## config.mk

```make
export PLATFORM = sky130hd
export DESIGN_NAME = ps2_move_decoder
export DESIGN_NICKNAME = d
export VERILOG_FILES = /design/src/rtl/ps2_pkg.sv /design/src/rtl/ps2_prefix_parser.sv /design/src/rtl/ps2_move_decoder.sv
export SDC_FILE = /design/constraint.sdc
export NUM_CORES = 1
export LEC_CHECK = 0
export ABC_AREA = 1
export BUFFER_PORTS_ARGS = -buffer_cell sky130_fd_sc_hd__buf_2
export CORE_ASPECT_RATIO = 1.25
export CORE_MARGIN = 8
export CORE_UTILIZATION = 55
export CTS_CLUSTER_SIZE = 40
export DETAILED_ROUTE_END_ITERATION = 6
export HOLD_SLACK_MARGIN = 0.15
export PLACE_DENSITY = 0.78
export SYNTH_ARGS = -nofsm -noshare
export SYNTH_HDL_FRONTEND = slang
export SYNTH_SLANG_ARGS = --single-unit
```

## constraint.sdc

```tcl
create_clock -name iClock -period 3 [get_ports iClock]
set_input_delay 0.3 -clock iClock [delete_from_list [all_inputs] [get_ports iClock]]
set_output_delay 0.3 -clock iClock [all_outputs]
set_load 0.05 [all_outputs]
```

## src/rtl/ps2_pkg.sv

```systemverilog
// Shared PS/2 definitions: scan codes, move directions, prefix-parser states.
package ps2_pkg;

    localparam logic [7:0] SC_EXT   = 8'hE0;
    localparam logic [7:0] SC_BRK   = 8'hF0;
    localparam logic [7:0] SC_UP    = 8'h75;
    localparam logic [7:0] SC_DN    = 8'h72;
    localparam logic [7:0] SC_LT    = 8'h6B;
    localparam logic [7:0] SC_RT    = 8'h74;
    localparam logic [7:0] SC_ENTER = 8'h5A;

    typedef enum logic [1:0] {
        DIR_UP    = 2'd0,
        DIR_DOWN  = 2'd1,
        DIR_LEFT  = 2'd2,
        DIR_RIGHT = 2'd3
    } dir_e;

    typedef enum logic [1:0] {
        PS_IDLE    = 2'd0,
        PS_EXT     = 2'd1,
        PS_BRK     = 2'd2,
        PS_EXT_BRK = 2'd3
    } pstate_e;

    // Bit positions in the held vector; arrows share their direction encoding.
    localparam logic [2:0] KEY_ENTER = 3'd4;

endpackage

```

## src/rtl/ps2_prefix_parser.sv

```systemverilog
// E0/F0 prefix parser: reports each complete scan code with its extended/break
// flags as a combinational strobe in the cycle the final byte arrives.
module ps2_prefix_parser
    import ps2_pkg::*;
#(
    parameter int PREFIX_TIMEOUT = 100_000,
    parameter int CNT_W          = 25
) (
    input  logic       clk,
    input  logic       rst_n,
    input  logic [7:0] data,
    input  logic       data_en,
    output logic       strobe,
    output logic [7:0] code,
    output logic       is_ext,
    output logic       is_break
);

    localparam logic [CNT_W-1:0] TMO_LAST = CNT_W'(PREFIX_TIMEOUT - 1);

    pstate_e          state, state_nxt;
    logic [CNT_W-1:0] tmo_cnt;

    always_ff @(posedge clk or negedge rst_n) begin
        if (!rst_n) begin
            state   <= PS_IDLE;
            tmo_cnt <= '0;
        end else begin
            state <= state_nxt;
            // Idle gap counter only runs while a prefix is pending.
            if (data_en || state == PS_IDLE)
                tmo_cnt <= '0;
            else
                tmo_cnt <= tmo_cnt + 1'b1;
        end
    end

    always_comb begin
        state_nxt = state;
        strobe    = 1'b0;
        is_ext    = 1'b0;
        is_break  = 1'b0;
        code      = data;
        if (data_en) begin
            case (state)
                PS_IDLE: begin
                    if (data == SC_EXT)      state_nxt = PS_EXT;
                    else if (data == SC_BRK) state_nxt = PS_BRK;
                    else                     strobe    = 1'b1;
                end
                PS_EXT: begin
                    if (data == SC_BRK) begin
                        state_nxt = PS_EXT_BRK;
                    end else begin
                        strobe    = 1'b1;
                        is_ext    = 1'b1;
                        state_nxt = PS_IDLE;
                    end
                end
                PS_BRK: begin
                    strobe    = 1'b1;
                    is_break  = 1'b1;
                    state_nxt = PS_IDLE;
                end
                default: begin
                    strobe    = 1'b1;
                    is_ext    = 1'b1;
                    is_break  = 1'b1;
                    state_nxt = PS_IDLE;
                end
            endcase
        end else if (state != PS_IDLE && tmo_cnt == TMO_LAST) begin
            state_nxt = PS_IDLE;
        end
    end

endmodule

```

## src/rtl/ps2_move_decoder.sv

```systemverilog
// PS/2 byte stream to maze moves: key map, held keys, one-entry move buffer.
// Define AUTO_REPEAT_EN to compile in typematic-style auto-repeat of the last arrow.
module ps2_move_decoder
    import ps2_pkg::*;
#(
    parameter int REPEAT_DELAY   = 25_000_000,
    parameter int REPEAT_PERIOD  = 5_000_000,
    parameter int PREFIX_TIMEOUT = 100_000,
    parameter int CNT_W          = 25
) (
    input  logic       iClock,
    input  logic       iResetn,
    input  logic [7:0] iData,
    input  logic       iDataEn,
    input  logic       iMoveReady,
    output logic       oMoveValid,
    output logic [1:0] oMoveDir,
    output logic       oEnter,
    output logic [4:0] oHeld,
    output logic       oOverrun
);

    logic       evt_stb, evt_ext, evt_brk;
    logic [7:0] evt_code;

    ps2_prefix_parser #(
        .PREFIX_TIMEOUT (PREFIX_TIMEOUT),
        .CNT_W          (CNT_W)
    ) u_parser (
        .clk      (iClock),
        .rst_n    (iResetn),
        .data     (iData),
        .data_en  (iDataEn),
        .strobe   (evt_stb),
        .code     (evt_code),
        .is_ext   (evt_ext),
        .is_break (evt_brk)
    );

    logic       key_hit;
    logic [2:0] key_idx;

    always_comb begin
        key_hit = 1'b0;
        key_idx = 3'd0;
        if (evt_stb) begin
            if (evt_ext) begin
                case (evt_code)
                    SC_UP:   begin key_hit = 1'b1; key_idx = 3'(DIR_UP);    end
                    SC_DN:   begin key_hit = 1'b1; key_idx = 3'(DIR_DOWN);  end
                    SC_LT:   begin key_hit = 1'b1; key_idx = 3'(DIR_LEFT);  end
                    SC_RT:   begin key_hit = 1'b1; key_idx = 3'(DIR_RIGHT); end
                    default: ;
                endcase
            end else if (evt_code == SC_ENTER) begin
                key_hit = 1'b1;
                key_idx = KEY_ENTER;
            end
        end
    end

    logic make, brk, arrow_make, is_enter;
    dir_e mk_dir;

    assign is_enter   = (key_idx == KEY_ENTER);
    assign make       = key_hit & ~evt_brk;
    assign brk        = key_hit & evt_brk;
    // Typematic re-makes of a held key neither queue a move nor restart repeat.
    assign arrow_make = make & ~is_enter & ~oHeld[key_idx];
    assign mk_dir     = dir_e'(key_idx[1:0]);

    always_ff @(posedge iClock or negedge iResetn) begin
        if (!iResetn) begin
            oHeld  <= '0;
            oEnter <= 1'b0;
        end else begin
            oEnter <= make & is_enter;
            if (make) oHeld[key_idx] <= 1'b1;
            if (brk)  oHeld[key_idx] <= 1'b0;
        end
    end

    logic rpt_tick;
    dir_e rpt_dir;

`ifdef AUTO_REPEAT_EN
    localparam logic [CNT_W-1:0] DLY_LAST = CNT_W'(REPEAT_DELAY - 1);
    localparam logic [CNT_W-1:0] PER_LAST = CNT_W'(REPEAT_PERIOD - 1);

    logic             rpt_act, rpt_first, src_brk;
    logic [CNT_W-1:0] rpt_cnt;

    assign src_brk  = brk & ~is_enter & (key_idx[1:0] == rpt_dir);
    assign rpt_tick = rpt_act & ~src_brk &
                      (rpt_cnt == (rpt_first ? DLY_LAST : PER_LAST));

    always_ff @(posedge iClock or negedge iResetn) begin
        if (!iResetn) begin
            rpt_act   <= 1'b0;
            rpt_first <= 1'b0;
            rpt_dir   <= DIR_UP;
            rpt_cnt   <= '0;
        end else if (arrow_make) begin
            rpt_act   <= 1'b1;
            rpt_first <= 1'b1;
            rpt_dir   <= mk_dir;
            rpt_cnt   <= '0;
        end else if (src_brk) begin
            // No fallback to another still-held arrow.
            rpt_act <= 1'b0;
            rpt_cnt <= '0;
        end else if (rpt_tick) begin
            rpt_first <= 1'b0;
            rpt_cnt   <= '0;
        end else if (rpt_act) begin
            rpt_cnt <= rpt_cnt + 1'b1;
        end
    end
`else
    logic [CNT_W-1:0] unused_rpt_cfg;
    assign unused_rpt_cfg = CNT_W'(REPEAT_DELAY) ^ CNT_W'(REPEAT_PERIOD);
    assign rpt_tick       = 1'b0;
    assign rpt_dir        = DIR_UP;
`endif

    logic push;
    dir_e push_dir;

    assign push     = arrow_make | rpt_tick;
    assign push_dir = arrow_make ? mk_dir : rpt_dir;

    always_ff @(posedge iClock or negedge iResetn) begin
        if (!iResetn) begin
            oMoveValid <= 1'b0;
            oMoveDir   <= 2'd0;
            oOverrun   <= 1'b0;
        end else if (push) begin
            if (oMoveValid && !iMoveReady) oOverrun <= 1'b1;
            oMoveValid <= 1'b1;
            oMoveDir   <= push_dir;
        end else if (oMoveValid && iMoveReady) begin
            oMoveValid <= 1'b0;
        end
    end

endmodule

```

==> load_flow_metrics.sql, run 1 <==
INSERT INTO impl_metrics (metric_group, metric, value, unit) VALUES
('detailed_routing', 'wl_per_cell', '12.93', 'um'),
('cts', 'cts_hold_repair.buffers', '1', ''),
('global_route', 'groute.usage.overall', '0.1701', ''),
('timing', 'fmax', '0.5614', 'GHz'),
('floorplan', 'die_h', '87.71', 'um'),
('cells_and_area', 'antenna_cells', '0', ''),
('timing', 'layout_min_cycle_time', '1781', 'ps'),
('global_route', 'grt_pass1_vias', '2058', ''),
('placed_design', 'globalplace.congestion', '0.8452', ''),
('placed_design', 'detailed_place_hpwl', '3.747', 'mm'),
('cells_and_area', 'fin_util', '0.6390', ''),
('detailed_routing', 'detail_route.first_pass.iterations', '4', ''),
('timing', 'timing.final.hold_violations', '0', ''),
('power_and_ir_drop', 'total_leakage_power', '1.137', 'nW'),
('detailed_routing', 'remaining_drcs', '0', ''),
('timing', 'postLayoutSetupSlackWorst', '1219', 'ps'),
('cts', 'htree_levels', '2', ''),
('worst_setup_path', 'r2r_end', 'u_parser.tmo_cnt[20]$_DFF_PN0_', ''),
('cells_and_area', 'final_common_cell', 'sky130_fd_sc_hd__nand2_1', ''),
('worst_setup_path', 'end_kind', 'flop', ''),
('timing', 'fin_crit_sh', '0.5938', ''),
('timing', 'post_route_hold_slack', '185.3', 'ps'),
('synth', 'synth-seq-area-share', '0.4093', ''),
('worst_setup_path', 'critPathCapture', 'u_parser.tmo_cnt[20]$_DFF_PN0_', ''),
('floorplan', 'initial_core_util', '0.5608', ''),
('worst_setup_path', 'cp.arrival', '1930', 'ps'),
('cts', 'clock_latency', '290', 'ps'),
('detailed_routing', 'ant_nets', '0', ''),
('floorplan', 'die_area', '6434', 'sq um'),
('floorplan', 'floorplan.io_pins', '22', ''),
('cts', 'clockRootBuffer', 'sky130_fd_sc_hd__clkbuf_8', ''),
('min_path', 'worst_hold_path_depth', '2', ''),
('synth', 'synth_area_leader_cell', 'sky130_fd_sc_hd__dfrtp_1', ''),
('cts', 'post_cts.resized_instances', '0', ''),
('worst_setup_path', 'worst_ep_required_time', '3150', 'ps'),
('global_route', 'grt-ovfl-total', '0', ''),
('global_route', 'grt_start_max_net_pins', '38', ''),
('timing', 'max-slew-margin-rel', '0.4378', ''),
('min_path', 'hold_path_class', 'primary input to flop', ''),
('global_route', 'grt_first_pass_wirelength', '8.590', 'mm'),
('status', 'status', 'complete, no violations', ''),
('worst_setup_path', 'startpoint', 'u_parser.tmo_cnt[0]$_DFF_PN0_', ''),
('cells_and_area', 'stdcell_area', '2577', 'sq um'),
('timing', 'timing.clock.skew', '4.592', 'ps'),
('floorplan', 'die_w', '73.36', 'um'),
('cts', 'number_of_buffers_created_by_cts', '5', ''),
('cells_and_area', 'layout_common_cells', 'sky130_fd_sc_hd__nand2_1, sky130_fd_sc_hd__nor2_1, sky130_fd_sc_hd__dfrtp_1', ''),
('worst_setup_path', 'timing.critical_path.from_type', 'flop', ''),
('cells_and_area', 'fin_cells', '382', ''),
('synth', 'yosys.cell_types.count', '30', ''),
('placed_design', 'placement.setup.worst_slack', '1227', 'ps'),
('placed_design', 'placed_cells_incl_taps', '373', ''),
('synth', 'synth_area_per_cell', '7.591', 'sq um'),
('detailed_routing', 'drt-vias-per-instance', '5.359', ''),
('detailed_routing', 'initialDrtViolationCount', '90', ''),
('synth', 'ys_seq_elements', '37', ''),
('worst_setup_path', 'launching_point_of_the_worst_reg2reg_path', 'u_parser.tmo_cnt[0]$_DFF_PN0_', ''),
('placed_design', 'numPortBuffers', '21', ''),
('synth', 'yosys_warnings', '0', ''),
('cells_and_area', 'areaGrowthSynthToFinish', '13.94', '%'),
('timing', 'rsz0062_at_grt', 'no', ''),
('global_route', 'grt_antenna_before_repair', '0', ''),
('cells_and_area', 'final_nets', '338', ''),
('detailed_routing', 'totalWireLength', '4.941', 'mm'),
('worst_setup_path', 'worst-setup-path-type', 'flop to flop', ''),
('synth', 'synth_fp_nets', '311', ''),
('timing', 'setup_viol', '0', ''),
('synth', 'mappedNetlistArea', '2262', 'sq um'),
('flow_run', 'drv.max_cap_violation_count', '0', ''),
('detailed_routing', 'num_vias', '2047', ''),
('synth', 'synth_largest_type_area_fraction', '0.4093', '');
==> how the worst min path moves through the flow <==
stage / from / end / slack, ps
2_1_floorplan: iResetn / oEnter$_DFF_PN0_ / 4
3_3_place_gp: iResetn / oHeld[3]$_DFF_PN0_ / 440
3_5_place_dp: iResetn / oHeld[2]$_DFF_PN0_ / 450
4_1_cts: iMoveReady / oMoveValid$_DFFE_PN0P_ / 190
5_1_grt: iMoveReady / oMoveValid$_DFFE_PN0P_ / 190
6_report: iMoveReady / oMoveValid$_DFFE_PN0P_ / 190
==> power by group <==
part | internal, mW | switching, mW
Sequential | 0.514 | 0.0156
Combinational | 0.0382 | 0.111
Clock | 0.335 | 0.185
Total | 0.886 | 0.312
==> worst max-delay path, stage by stage, from the launching register on <==
cell	delay [ps]
sky130_fd_sc_hd__dfrtp_1	420
sky130_fd_sc_hd__ha_1	190
sky130_fd_sc_hd__nand2_1	90
sky130_fd_sc_hd__nor2_2	100
sky130_fd_sc_hd__nand2_1	100
sky130_fd_sc_hd__nor2_2	130
sky130_fd_sc_hd__nand2_1	100
sky130_fd_sc_hd__inv_2	70
sky130_fd_sc_hd__nand2_2	60
sky130_fd_sc_hd__nor2_4	100
sky130_fd_sc_hd__nand2_1	80
sky130_fd_sc_hd__nor2_1	130
sky130_fd_sc_hd__nor3_2	60
==> sequential cells by signal (all words and copies together) (netlist names) <==
signal / cells
u_parser.state: 2
oHeld: 5
oMoveValid: 1
oOverrun: 1
u_parser.tmo_cnt: 25
oMoveDir: 2
oEnter: 1
==> routing by layer <==
| layer | track usage | vias to the layer above | wire (um) | part of all wire |
|---|---|---|---|---|
| li1 | - | 1033 | - | - |
| met1 | 0.1677 | 956 | 1985 | 0.40 |
| met2 | 0.3178 | 45 | 2606 | 0.53 |
| met3 | 0.04124 | 13 | 232 | 0.047 |
| met4 | 0.08743 | 0 | 116 | 0.023 |
| met5 | 0 | - | 0 | 0 |
==> cells in the mapped netlist <==
library cell	count
sky130_fd_sc_hd__nand2_1	62
sky130_fd_sc_hd__nor2_1	40
sky130_fd_sc_hd__dfrtp_1	37
sky130_fd_sc_hd__inv_1	33
sky130_fd_sc_hd__nor3_1	19
sky130_fd_sc_hd__nand2_2	13
sky130_fd_sc_hd__nand4_1	11
sky130_fd_sc_hd__nor2_2	10
sky130_fd_sc_hd__nand3_1	8
sky130_fd_sc_hd__nor4_1	8
sky130_fd_sc_hd__a21oi_1	6
sky130_fd_sc_hd__inv_2	6
sky130_fd_sc_hd__nor2_4	6
sky130_fd_sc_hd__xor2_1	6
sky130_fd_sc_hd__nor3b_1	5
sky130_fd_sc_hd__a31oi_1	4
sky130_fd_sc_hd__o21ai_0	4
sky130_fd_sc_hd__nand3_2	3
sky130_fd_sc_hd__o21ai_1	3
sky130_fd_sc_hd__a211oi_1	2
sky130_fd_sc_hd__clkbuf_1	2
sky130_fd_sc_hd__o21a_1	2
sky130_fd_sc_hd__clkinv_1	1
sky130_fd_sc_hd__ha_1	1
sky130_fd_sc_hd__nand2_4	1
sky130_fd_sc_hd__nand3_4	1
sky130_fd_sc_hd__nor2_8	1
sky130_fd_sc_hd__nor3_2	1
sky130_fd_sc_hd__o211ai_2	1
sky130_fd_sc_hd__o22ai_1	1
==> logic make-up (layout without fill, tap and decap cells) <==
kind of cell / Yosys count / after routing / synth area share
AND/OR/NAND/NOR: 189 / 189 / 0.4309
buffers and inverters: 42 / 70 / 0.06969
XOR/XNOR: 6 / 6 / 0.02323
adder cells (fa/ha/maj): 1 / 1 / 0.005530
flip-flops: 37 / 37 / 0.4093
AO/OA/AOI/OAI: 23 / 23 / 0.06139
==> cell type report <==
| cell class | count | area [sq um] |
|---|---|---|
| clock inverter | 3 | 68.82 |
| clock buffer | 5 | 68.82 |
| multi-input combinational | 219 | 1179 |
| sequential | 37 | 925.9 |
| fill | 377 | 1456 |
| inverter | 40 | 150.1 |
| tap | 56 | 70.07 |
| timing repair buffer | 22 | 115.1 |
(Power assumes the default switching activity.)
==> run 2: changes to the inputs <==
--- a/config.mk
+++ b/config.mk
@@ -9,7 +9,7 @@
 export BUFFER_PORTS_ARGS = -buffer_cell sky130_fd_sc_hd__buf_2
 export CORE_ASPECT_RATIO = 1.25
 export CORE_MARGIN = 8
-export CORE_UTILIZATION = 55
+export CORE_UTILIZATION = 53
 export CTS_CLUSTER_SIZE = 40
 export DETAILED_ROUTE_END_ITERATION = 6
 export HOLD_SLACK_MARGIN = 0.15
==> constraint.sdc (replaced) <==
create_clock -name iClock -period 1.47 [get_ports iClock]
set_input_delay 0.147 -clock iClock [delete_from_list [all_inputs] [get_ports iClock]]
set_output_delay 0.147 -clock iClock [all_outputs]
set_load 0.05 [all_outputs]
==> run 2 against run 1 <==
The run now ends with setup timing left. Die area grew 3.0%. Non-clock buffer count grew 41. Register-to-register slack lost 1400 ps. Critical path type unchanged. Critical endpoint unchanged. Highest routed layer unchanged.
==> load_flow_metrics.sql, run 2 (synthesized netlist as in run 1, its figures left out) <==
INSERT INTO impl_metrics (metric_group, metric, value, unit) VALUES
('detailed_routing', 'wl_per_cell', '14.86', 'um'),
('cts', 'htree_levels', '2', ''),
('timing', 'number_of_max_slew_violations_in_the_final_report', '0', ''),
('global_route', 'groute.usage.overall', '0.1847', ''),
('timing', 'fmax', '0.5983', 'GHz'),
('cts', 'clockRootBuffer', 'sky130_fd_sc_hd__clkbuf_8', ''),
('cells_and_area', 'largest_reg_flops', '25', ''),
('status', 'status', 'finished, violations left', ''),
('status', 'violations_in_the_final_reports', 'setup timing', ''),
('global_route', 'grt_antenna_before_repair', '0', ''),
('timing', 'layout_min_cycle_time', '1671', 'ps'),
('min_path', 'whs_endpoint', 'u_parser.state[0]$_DFFE_PN0P_', ''),
('min_path', 'timing.hold.worst.start', 'iDataEn', ''),
('worst_setup_path', 'rr_worst_depth', '12', ''),
('global_route', 'grt_first_pass_wirelength', '9.694', 'mm'),
('placed_design', 'globalplace.congestion', '0.8816', ''),
('cells_and_area', 'areaGrowthSynthToFinish', '34.79', '%'),
('worst_setup_path', 'timing.critical_path.from_type', 'flop', ''),
('worst_setup_path', 'worst-setup-path-type', 'flop to flop', ''),
('worst_setup_path', 'r2r_end', 'u_parser.tmo_cnt[20]$_DFF_PN0_', ''),
('timing', 'fin_crit_sh', '1.137', ''),
('cells_and_area', 'fill_cells', '285', ''),
('worst_setup_path', 'timing.critical_path.slowest_stage_cell', 'sky130_fd_sc_hd__dfrtp_1', ''),
('floorplan', 'die_w', '74.44', 'um'),
('cts', 'number_of_buffers_created_by_cts', '5', ''),
('worst_setup_path', 'end_kind', 'flop', ''),
('cts', 'cts.path.max_buffers', '2', ''),
('cells_and_area', 'antenna_cells', '0', ''),
('worst_setup_path', 'startpoint', 'u_parser.tmo_cnt[0]$_DFF_PN0_', ''),
('placed_design', 'numPortBuffers', '21', ''),
('cells_and_area', 'layout_common_cells', 'sky130_fd_sc_hd__nand2_1, sky130_fd_sc_hd__nor2_1, sky130_fd_sc_hd__dfrtp_1', ''),
('worst_setup_path', 'launching_point_of_the_worst_reg2reg_path', 'u_parser.tmo_cnt[0]$_DFF_PN0_', ''),
('detailed_routing', 'remaining_drcs', '0', ''),
('floorplan', 'row_count', '26', ''),
('cts', 'cts_tree', 'done', ''),
('worst_setup_path', 'worst_ep_required_time', '1660', 'ps'),
('cts', 'clk_transition_reported_paths', '80', 'ps'),
('cells_and_area', 'fin_cells', '423', ''),
('timing', 'rsz0062_at_grt', 'yes', ''),
('timing', 'timing.final.hold_violations', '0', ''),
('worst_setup_path', 'cp_cell_sequence', 'ha_2, nand2_2, nor2_4, nand2_2, nor2_4, nand2_2, inv_2, nand2_4, nor2_4, nand2_2, nor2_2, nor3_2', ''),
('min_path', 'hold_path_class', 'primary input to flop', ''),
('placed_design', 'placed_cells_incl_taps', '394', ''),
('detailed_routing', 'num_vias', '2328', ''),
('cells_and_area', 'largestRegisters', 'u_parser.tmo_cnt (25), oHeld (5)', ''),
('floorplan', 'die_area', '6628', 'sq um'),
('floorplan', 'floorplan.io_pins', '22', ''),
('timing', 'postLayoutSetupSlackWorst', '-201.4', 'ps'),
('worst_setup_path', 'path_max_fanout', '3', ''),
('global_route', 'grt-ovfl-total', '0', ''),
('timing', 'timing.clock.skew', '7.792', 'ps'),
('detailed_routing', 'totalWireLength', '6.286', 'mm'),
('cells_and_area', 'registers.top_by_ff_count', 'u_parser.tmo_cnt', ''),
('cells_and_area', 'layout-drive-gt1-share', '0.3896', ''),
('worst_setup_path', 'cp.arrival', '1860', 'ps'),
('power_and_ir_drop', 'total_leakage_power', '1.371', 'nW'),
('placed_design', 'placement.setup.worst_slack', '-177.1', 'ps'),
('floorplan', 'die_h', '89.05', 'um'),
('power_and_ir_drop', 'max-vdd-ir-drop', '0.6947', 'mV'),
('timing', 'max-slew-margin-rel', '0.6687', ''),
('detailed_routing', 'ant_nets', '0', ''),
('cts', 'clock_net_sink_count', '37', ''),
('global_route', 'grt_pass1_vias', '2234', ''),
('detailed_routing', 'initialDrtViolationCount', '187', ''),
('detailed_routing', 'drt-vias-per-instance', '5.504', ''),
('cells_and_area', 'stdcell_area', '3049', 'sq um'),
('floorplan', 'core', '4099', 'sq um'),
('timing', 'setup_viol', '18', ''),
('global_route', 'grt_start_max_net_pins', '26', ''),
('timing', 'post_route_hold_slack', '167.4', 'ps'),
('power_and_ir_drop', 'power_per_unit_of_standard_cell_area', '789.3', 'nW/um^2'),
('worst_setup_path', 'cell_type_with_the_highest_occurrence_count_on_the_critical_path', 'sky130_fd_sc_hd__nand2_2', ''),
('worst_setup_path', 'timing.reg2reg.setup_slack', '-200', 'ps'),
('floorplan', 'initial_core_util', '0.5519', ''),
('worst_setup_path', 'cp_slowest_stage_delay', '370', 'ps'),
('min_path', 'worst_hold_path_depth', '3', ''),
('cts', 'clock_latency', '300', 'ps'),
('timing', 'worstMarginPinSlew', '496.9', 'ps'),
('placed_design', 'placed_cell_areas', '2620', 'sq um'),
('cells_and_area', 'final_common_cell', 'sky130_fd_sc_hd__nand2_1', ''),
('flow_run', 'drv.max_cap_violation_count', '0', ''),
('cells_and_area', 'final_nets', '379', ''),
('detailed_routing', 'detail_route.first_pass.iterations', '4', ''),
('placed_design', 'detailed_place_hpwl', '4.042', 'mm');
run 2: cell types whose count changed in the layout (fill, tap and decap cells not counted), moves of 4 or more:
cell / before / now
sky130_fd_sc_hd__nor2_1: 40 / 36
sky130_fd_sc_hd__nor2_4: 6 / 11
sky130_fd_sc_hd__inv_1: 33 / 29
sky130_fd_sc_hd__buf_4: 0 / 35
sky130_fd_sc_hd__nand2_2: 13 / 18
sky130_fd_sc_hd__nand2_1: 62 / 55
run 2: final cells by class:
| cell class | instances | area [sq um] | share of cell area |
|---|---|---|---|
| multi-input combinational | 219 | 1323 | 0.4337 |
| sequential | 37 | 927.1 | 0.3041 |
| tap | 56 | 70.07 | 0.02298 |
| clock inverter | 3 | 46.29 | 0.01518 |
| timing repair buffer | 63 | 461.7 | 0.1514 |
| clock buffer | 5 | 68.82 | 0.02257 |
| inverter | 40 | 152.6 | 0.05006 |
run 2: worst max path at each step:
stage / slack [ps] / endpoint / depth (start not counted)
floorplan: -120 / u_parser.tmo_cnt[20]$_DFF_PN0_ / 12
global placement: -80 / u_parser.tmo_cnt[20]$_DFF_PN0_ / 12
detailed placement: -180 / u_parser.tmo_cnt[20]$_DFF_PN0_ / 12
CTS: -180 / u_parser.tmo_cnt[18]$_DFF_PN0_ / 12
global route: -280 / u_parser.tmo_cnt[20]$_DFF_PN0_ / 12
finish: -200 / u_parser.tmo_cnt[20]$_DFF_PN0_ / 12
run 2: per-stage QoR:
stage | utilization | TNS, ps | power (mW)
after floorplan | - | -335.1 | 1.315
after global placement | 0.6392 | -203.1 | 1.485
after detailed placement | 0.6392 | -775.3 | 1.492
after CTS | 0.6963 | -937.9 | 2.396
after global routing | 0.7439 | -3494 | 2.523
final | 0.7439 | -1475 | 2.407
run 2: per-layer routing:
layer  global-route usage  vias up  routed length (um)
li1                     -     1105                   -
met2               0.3225       99                3222
met5                    0        -                   0
met3              0.05051       31                 399
met1               0.2059     1093                2414
met4              0.07143        0                 249
run 2: power by group:
group | internal (mW) | switching (mW)
sequential | 1.05 | 0.0269
clock | 0.508 | 0.399
combinational | 0.161 | 0.264
run 2: what timing repair did:
action,in CTS,in global routing
pin swaps,13,17
buffers inserted,8,11
gates resized for setup,12,30
hold buffers,2,0
hold endpoints to repair,21,0
setup endpoints to repair,11,24
run 2: critical path, delay by kind of cell, from the launching register on:
family / cells / cell delay [ps]
DFF: 1 / 370
and+or+nand+nor: 10 / 930
adders and majority gates: 1 / 190
buffers and inverters: 1 / 80
